==> config.mk <==
export PLATFORM = sky130hd
export DESIGN_NAME = neuron_acc_seq
export DESIGN_NICKNAME = d
export VERILOG_FILES = /design/src/rtl/neuron_acc_seq.sv
export SDC_FILE = /design/constraint.sdc
export NUM_CORES = 1
export LEC_CHECK = 0
export ABC_AREA = 1
export CORE_ASPECT_RATIO = 0.9
export CORE_UTILIZATION = 25
export DETAILED_ROUTE_END_ITERATION = 10
export MAX_ROUTING_LAYER = met4
export SLEW_MARGIN = 20
export SYNTH_ARGS = -nofsm -noshare
export SYNTH_HDL_FRONTEND = slang
export SYNTH_SLANG_ARGS = --single-unit
==> constraint.sdc <==
create_clock -name clk -period 1.5 [get_ports clk]
set_input_delay 0.45 -clock clk [delete_from_list [all_inputs] [get_ports clk]]
set_output_delay 0.45 -clock clk [all_outputs]
set_load 0.005 [all_outputs]
==> src/rtl/neuron_acc_seq.sv <==
`default_nettype none
// ============================================================================
// Module   : neuron_acc_seq
// Purpose  : Sequences an external sign-magnitude adder to accumulate
//            N_INPUTS weighted products for one neuron. The finished sum is
//            presented on a valid/ready output port.
// Revision : 1.0  initial release
// ============================================================================
module neuron_acc_seq #(
  parameter int W        = 23,
  parameter int N_INPUTS = 8,
  parameter int CNT_W    = 4
) (
  input  logic             clk,
  input  logic             rst_n,
  input  logic             start,
  input  logic             in_valid,
  output logic             in_ready,
  input  logic [W-1:0]     in_data,
  output logic [W-1:0]     add_a,
  output logic [W-1:0]     add_b,
  output logic [CNT_W-1:0] add_cnt,
  input  logic [W-1:0]     add_res,
  output logic             out_valid,
  input  logic             out_ready,
  output logic [W-1:0]     out_data,
  output logic             ovf,
  output logic             busy
);

  // Index of the final product of an evaluation.
  localparam logic [CNT_W-1:0] LAST_IDX = CNT_W'(N_INPUTS - 1);

  typedef enum logic [1:0] {
    S_IDLE  = 2'd0,
    S_ACCUM = 2'd1,
    S_DONE  = 2'd2
  } state_t;

  state_t           state_q, state_d;
  logic [W-1:0]     acc_q, acc_d;
  logic [CNT_W-1:0] cnt_q, cnt_d;
  logic             ovf_q, ovf_d;
  logic             out_valid_q, out_valid_d;
  logic [W-1:0]     out_data_q, out_data_d;

  logic             w_hs;
  logic             w_ovf;
  logic [W-1:0]     w_res_norm;

  // A product is accepted only while accumulating.
  assign w_hs = in_valid && (state_q == S_ACCUM);

  // Lost magnitude carry: like-signed operands whose result shrank.
  assign w_ovf = (acc_q[W-1] == in_data[W-1]) && (add_res[W-2:0] < acc_q[W-2:0]);

  // Zero magnitude is always stored as +0; the adder may return -0.
  assign w_res_norm = (add_res[W-2:0] == '0) ? '0 : add_res;

  assign in_ready  = (state_q == S_ACCUM);
  assign busy      = (state_q != S_IDLE);
  assign add_a     = acc_q;
  assign add_b     = in_data;
  assign add_cnt   = cnt_q;
  assign out_valid = out_valid_q;
  assign out_data  = out_data_q;
  assign ovf       = ovf_q;

  // State register.
  always_ff @(posedge clk) begin
    if (!rst_n) begin
      state_q <= S_IDLE;
    end else begin
      state_q <= state_d;
    end
  end

  // Datapath registers: accumulator, product counter, flags and result.
  always_ff @(posedge clk) begin
    if (!rst_n) begin
      acc_q       <= '0;
      cnt_q       <= '0;
      ovf_q       <= 1'b0;
      out_valid_q <= 1'b0;
      out_data_q  <= '0;
    end else begin
      acc_q       <= acc_d;
      cnt_q       <= cnt_d;
      ovf_q       <= ovf_d;
      out_valid_q <= out_valid_d;
      out_data_q  <= out_data_d;
    end
  end

  // Next-state and datapath update logic.
  always_comb begin
    state_d     = state_q;
    acc_d       = acc_q;
    cnt_d       = cnt_q;
    ovf_d       = ovf_q;
    out_valid_d = out_valid_q;
    out_data_d  = out_data_q;
    case (state_q)
      S_IDLE: begin
        if (start) begin
          acc_d   = '0;
          cnt_d   = '0;
          ovf_d   = 1'b0;
          state_d = S_ACCUM;
        end
      end
      S_ACCUM: begin
        if (w_hs) begin
          acc_d = w_res_norm;
          if (w_ovf) begin
            ovf_d = 1'b1;
          end
          if (cnt_q == LAST_IDX) begin
            // Counter parks on the last index so it never exceeds it.
            out_data_d  = w_res_norm;
            out_valid_d = 1'b1;
            state_d     = S_DONE;
          end else begin
            cnt_d = cnt_q + CNT_W'(1);
          end
        end
      end
      S_DONE: begin
        if (out_ready) begin
          out_valid_d = 1'b0;
          state_d     = S_IDLE;
        end
      end
      default: begin
        state_d = S_IDLE;
      end
    endcase
  end

endmodule
`default_nettype wire

Word level (Yosys, flattened, before mapping)

Index checks and enable logic that the tools add are counted.

Register bits: 54
Output and inout port bits: 77

$add $sub $neg: 1
Magnitude comparators: 1
Equal/unequal tests: 10
Multiplexer cells: 21
Reductions and logical operators: 13

Operator list:

| cell                                          | number |
|---|---|
| 2-to-1 mux 23 bit                             | 3 |
| one-hot mux 23 bit (2 select lines)           | 1 |
| logical NOT 22 bit                            | 1 |
| < comparator 22 bit                           | 1 |
| AND reduction 4 bit                           | 4 |
| 2-to-1 mux 4 bit                              | 3 |
| 2-to-1 mux 2 bit                              | 4 |
| one-hot mux 4 bit (2 select lines)            | 1 |
| 2-to-1 mux 1 bit                              | 6 |
| != test 2 x 1 -> 1 bit, second input constant | 3 |
| != test 2 bit, second input constant          | 3 |
| one-hot mux 2 bit (3 select lines)            | 1 |
| AND reduction 3 bit                           | 2 |
| nonzero test 2 bit                            | 3 |
| adder 4 x 1 -> 4 bit, second input constant   | 1 |
| == test 4 x 3 -> 1 bit, second input constant | 1 |
| one-hot mux 1 bit (2 select lines)            | 2 |
| == test 2 x 1 -> 1 bit, second input constant | 1 |
| == test 2 bit, second input constant          | 1 |
| logical AND 1 bit                             | 2 |
| logical NOT 2 bit                             | 1 |
| == test 1 bit                                 | 1 |

Longest topological paths before layout

Word-level depth: 5
Depth in mapped cells: 13
Mapped depth without buffers: 13

Least setup slack after synthesis

No wires, ideal clock.

Path type: input port to flip-flop
Start point: input port add_res[13]
End point: register ovf_q (netlist: ovf)
Library setup time: 116 ps
Arrival: 1,337 ps
Setup slack: 47 ps
Cell stages on the path: 12
Path buffers: 0
Path through: ha_1 > nand2_1 > nor2_1 > nand2_1 > nor2_1 > nand2_1 > nand2_1 > nand2_1 > nand2_1 > nand2_1 > nand2_1 > a21oi_1

Cells in the longest elaborated chain, start to end: 4

Ends and longest elaborated chain:

| what                             | line | source |
|---|---|---|
| start: declaration               | 23   | `input logic [W-1:0] add_res,` |
| < comparator 22 bit              | 55   | `assign w_ovf = (acc_q[W-1] == in_data[W-1]) && (add_res[W-2:0] < acc_q[W-2:0]);` |
| logical AND 1 bit                | 55   |  |
| != test 2 x 1 -> 1 bit (no line) | n/a  |  |
| AND reduction 4 bit (no line)    | n/a  |  |
| end signal: assignment           | 89   | `ovf_q <= ovf_d;` |
| end: declaration                 | 43   | `logic ovf_q, ovf_d;` |

Every way passes these cells.
A chain may end at the register's enable or synchronous reset.

Worst setup path after layout

Start point: input port add_res[10]
End point: register ovf_q (netlist: ovf)

Same word-level chain as after synthesis.

==> results by stage <==
Logic synthesis:
- Summing the sequential cell areas from Yosys gives a little under two fifths of the chip area.
- The synthesis warning total is 0.
- Among all flip-flop cells after synthesis, the most frequent one is sky130_fd_sc_hd__dfxtp_1.
- The mean instance size in the synthesized netlist is 7.23 µm².
- In this run, synthesis produced a sequential element count of 54.
- The count of flip-flops with a built-in enable after synthesis is 0.
- The most common cell in the synthesized netlist is sky130_fd_sc_hd__nand2_1.
- Counting every net in the synthesized netlist gives approximately 470.
- The cell area that synthesis handed to floorplanning was between 0.002 and 0.003 mm².
- Synthesis instantiated 27 different standard cells from the library.
- The top cell type by area accounts for about two fifths of the synthesized area.
- Yosys attributes the largest share of cell area to sky130_fd_sc_hd__dfxtp_1 38%, sky130_fd_sc_hd__nand2_1 16%, sky130_fd_sc_hd__ha_1 9.7%.
- The share of flip-flops with an asynchronous set or reset is 0%.
- Summed over all instances, the cell type with the most area after synthesis is sky130_fd_sc_hd__dfxtp_1.
- In the synthesized netlist, the cells that appear most often are 122 x sky130_fd_sc_hd__nand2_1, 54 x sky130_fd_sc_hd__dfxtp_1, 53 x sky130_fd_sc_hd__a21oi_1.
- Synthesis produced a netlist whose cell count is around 400.

Detailed routing:
- The detail route stage leaves a number of antenna-violating nets equal to 0.
- In this run, the number of DRC markers left after iteration 0 of detailed routing was around 110.
- The per-cell via count in the routed design is roughly 4.2.
- In the routed design, unresolved DRC markers number 0.
- The detailed-router iteration count before antenna repair is 7.
- The total vias in the final route is roughly 2800.
- Dividing the detail-routed wire length by the instance count gives between 10 and 15 µm.
- The detailed-route wire length is roughly 8500 µm.

Timing:
- The final period utilization is between 90% and 100%.
- The clock period minus final worst setup slack is 1.50 ns.
- The headroom to the max-slew limit is 79.1%.
- For the pin with the worst max-slew slack, the measured transition is 0.311 ns.
- The highest achievable clock rate is around 670 MHz.
- Setup repair after global routing could not meet its margin everywhere.
- The final hold violation count is 0.
- The number of pins exceeding their max-slew limit in the final report is 0.
- The final setup TNS is 0 ns.
- The worst clock skew is 0.00812 ns.
- The final-report setup violation count is 0.

Power:
- Combinational logic is responsible for 18.4% of the overall power.
- The clock network fraction of total power is between 30% and 40%.
- The internal portion of the total power is between 0.002 and 0.0025 W.
- The analysis attributes to net switching a power of ~0.00085 W.
- In this run the power density over the cells is 733 mW/mm².
- The leakage power summed over all cells is approximately 2.1 nW.
- The switching power share of the total is 25.5%.
- The maximum vdd ir drop is approximately 0.0004 V.
- The portion of total power attributed to sequential cells is approximately 44%.

Layout:
- The number of filler cells placed in the layout is approximately 1100.
- The number of inserted diodes is 0.
- The area used by multi-input combinational logic is between 0.0015 and 0.002 mm².
- After the last flow step, the layout net total stands at just under 600.
- The layout overhead on the synthesized area is 61.3%.
- Leaving out filler cells and counting taps, the final layout contains between 600 and 700.
- The proportion of layout cells with a drive suffix above 1 is approximately a third.
- The sequential cell area in the final layout is 0.00112 mm².

Setup path:
- The required arrival time at the worst endpoint is approximately 1.7 ns.
- The worst setup path is launched from an input port.
- The cell repeated most along the worst path is sky130_fd_sc_hd__nand2_1.
- Counting both buffers and inverters, the worst setup path holds a total of 2.
- On the worst path, the slowest cell contributes a delay of roughly 0.32 ns.
- The worst setup path is captured at a flip-flop.
- Walking the worst path, the cells encountered are clkdlybuf4s15_1 > ha_1 > nand2_2 > nor2_4 > buf_4 > a21oi_2 > nand2_1 > nand2_1 > nand2_1 > nand2_1 > nand2_1 > a21oi_1.
- At the worst endpoint, the arrival time is between 1.5 and 2 ns.
- The worst setup path is of the in2reg kind.
- The top fanout value on the critical path is 2.
- The kind of cell with the highest combined delay along the critical path is simple AND/OR/NAND/NOR gates.
- The cell at the slowest stage of the critical path is sky130_fd_sc_hd__ha_1.

GRT:
- The via count of the first global-routing pass is about 2800.
- Entering global routing, the biggest net connects 24 pins.
- The aggregate global routing overflow is 0.
- Global routing used between 10 and 15% of the available tracks across all layers.
- The number of antenna violations at the first check in global routing is 0.
- The global-route wire length before repair is roughly 13000 µm.

Die:
- The floorplan step defined a core boundary enclosing between 0.01 and 0.015 mm².
- Once the floorplan was initialized, standard cells occupied about a quarter of the core.
- Measured along the x axis, the die boundary spans roughly 110 µm.
- The initialized floorplan defines 36 standard-cell rows.
- During I/O placement, the number of pins put on the boundary was about 130.
- In this run the vertical extent of the chip is 103 µm.
- The die covers about 0.012 mm².

Clock tree:
- The clock tree from TritonCTS is done.
- The H-tree depth reported by CTS is 2.
- The clock reaches the later pin of the worst-skew pair after 0.29 ns.
- In this run the deepest clock path goes through 2 buffers.
- The tree built by TritonCTS fans out to 54 sinks.
- Buffers inserted during clock tree synthesis total 5.
- The clock-pin slew on the worst setup and hold paths is 0.07 ns.
- The root cell of the clock tree is sky130_fd_sc_hd__clkbuf_16.

Placement:
- At the end of routability-driven placement, the weighted congestion stood at between 0.7 and 0.8.
- Summed over all nets, the half-perimeter wirelength after detailed placement is between 6000 and 7000 µm.
- The number of instances in the placed design is roughly 650.
- The number of port buffers is 83.

Hold path:
- The worst hold-check path type is reg2reg.

Run:
- Max-cap violations in this run came to 0.

Run status:
- The run finished with clean final reports.
## power by group through the flow
stage               Sequential [W]  Combinational [W]  Clock [W]
floorplan                  0.00151           0.000272          0
global placement           0.00151           0.000573          0
detailed placement         0.00151           0.000580          0
CTS                        0.00148           0.000590    0.00129
global route               0.00148           0.000682    0.00135
finish                     0.00148           0.000615    0.00125
## flip-flops by register name, indices dropped and copies added, names as in the netlist
name       count
add_a         23
out_data      23
add_cnt        4
state_q        2
out_valid      1
ovf            1
## cell type report
type	count	share of cell area, %
multi-input cells	259	33.7
repair buffers	153	30.2
flip-flops and latches	54	24.6
well taps	152	4.16
inverters	43	3.81
clock buffers	7	3.34
clock inverters	1	0.192
## tightest hold or removal path: cells and delay by family (launching register included)
family / cells / cell delay (ns)
compound gates: 1 / 0.05
flops: 1 / 0.31
buf+inv: 1 / 0.05
## layer usage
metal  vias up  routed length (µm)  global-route usage [%]
li1       1460                   -                       -
met1      1295                3930                    17.7
met2        53                4150                    26.4
met3        11                 325                    2.82
met4         0                  62                    3.30
met5         -                   0                       -
## cells in the final DEF (no fill, tap or decap), types with 4 or more instances in the layout
master                            Yosys  layout
sky130_fd_sc_hd__buf_6                0       4
sky130_fd_sc_hd__ha_1                22      13
sky130_fd_sc_hd__nor2_1              29      24
sky130_fd_sc_hd__clkdlybuf4s50_1      0       5
sky130_fd_sc_hd__buf_4               28      60
sky130_fd_sc_hd__inv_1               37      31
sky130_fd_sc_hd__dfxtp_1             54      19
sky130_fd_sc_hd__clkdlybuf4s15_1      0       8
sky130_fd_sc_hd__clkdlybuf4s15_2      0       5
sky130_fd_sc_hd__inv_2                5       8
sky130_fd_sc_hd__o21ai_0              7       7
sky130_fd_sc_hd__buf_12               0       5
sky130_fd_sc_hd__dlygate4sd2_1        0      60
sky130_fd_sc_hd__nand2_4              3       5
sky130_fd_sc_hd__nand2_1            122     117
sky130_fd_sc_hd__dfxtp_2              0      35
sky130_fd_sc_hd__clkbuf_16            0       6
sky130_fd_sc_hd__nand2_2              2       5
sky130_fd_sc_hd__nor2_2               2       5
sky130_fd_sc_hd__a21oi_2              0       4
sky130_fd_sc_hd__a21oi_1             53      49
sky130_fd_sc_hd__ha_4                 0       9
## metrics by stage
| stage | util, % | total power (W) | instance area (µm²) | setup WS [ns] | hold WS, ns |
|---|---|---|---|---|---|
| final | 41.7 | 0.00335 | 4570 | 0.00308 | 0.453 |
| after global routing | 41.7 | 0.00352 | 4570 | -0.0976 | 0.472 |
| after CTS | 40.2 | 0.00336 | 4400 | -0.0415 | 0.445 |
| after detailed placement | 37.4 | 0.00209 | 4090 | -0.605 | 0.439 |
| after global placement | 37.4 | 0.00208 | 4090 | -0.562 | 0.437 |
| after floorplan | - | 0.00178 | 2830 | 0.0473 | 0.446 |
## cell families (layout without fill, tap and decap cells)
logic type	Yosys count	in the layout	synth area share, %
adder cells (fa/ha/maj)	22	22	9.72
flip-flops	54	54	38.2
AO/OA/AOI/OAI	63	63	11.5
buffers and inverters	79	204	14.4
XOR/XNOR	2	2	0.618
AND/OR/NAND/NOR	172	172	25.7
## timing repair
action	CTS	global route
setup endpoints to repair	80	42
buffers inserted	8	3
hold buffers	0	0
cloned	0	1
resized for setup	150	35
pin swaps	27	18
## final timing paths
kind | depth (start not counted) | from | slack [ns] | end
max | 12 | add_res[10] | 0.003 | ovf
min | 2 | ovf | 0.45 | ovf
max reg2reg | 14 | add_a[4] | 0.01 | ovf
min reg2reg | 2 | ovf | 0.45 | ovf
Note: power is estimated with default switching activity, not from simulation.
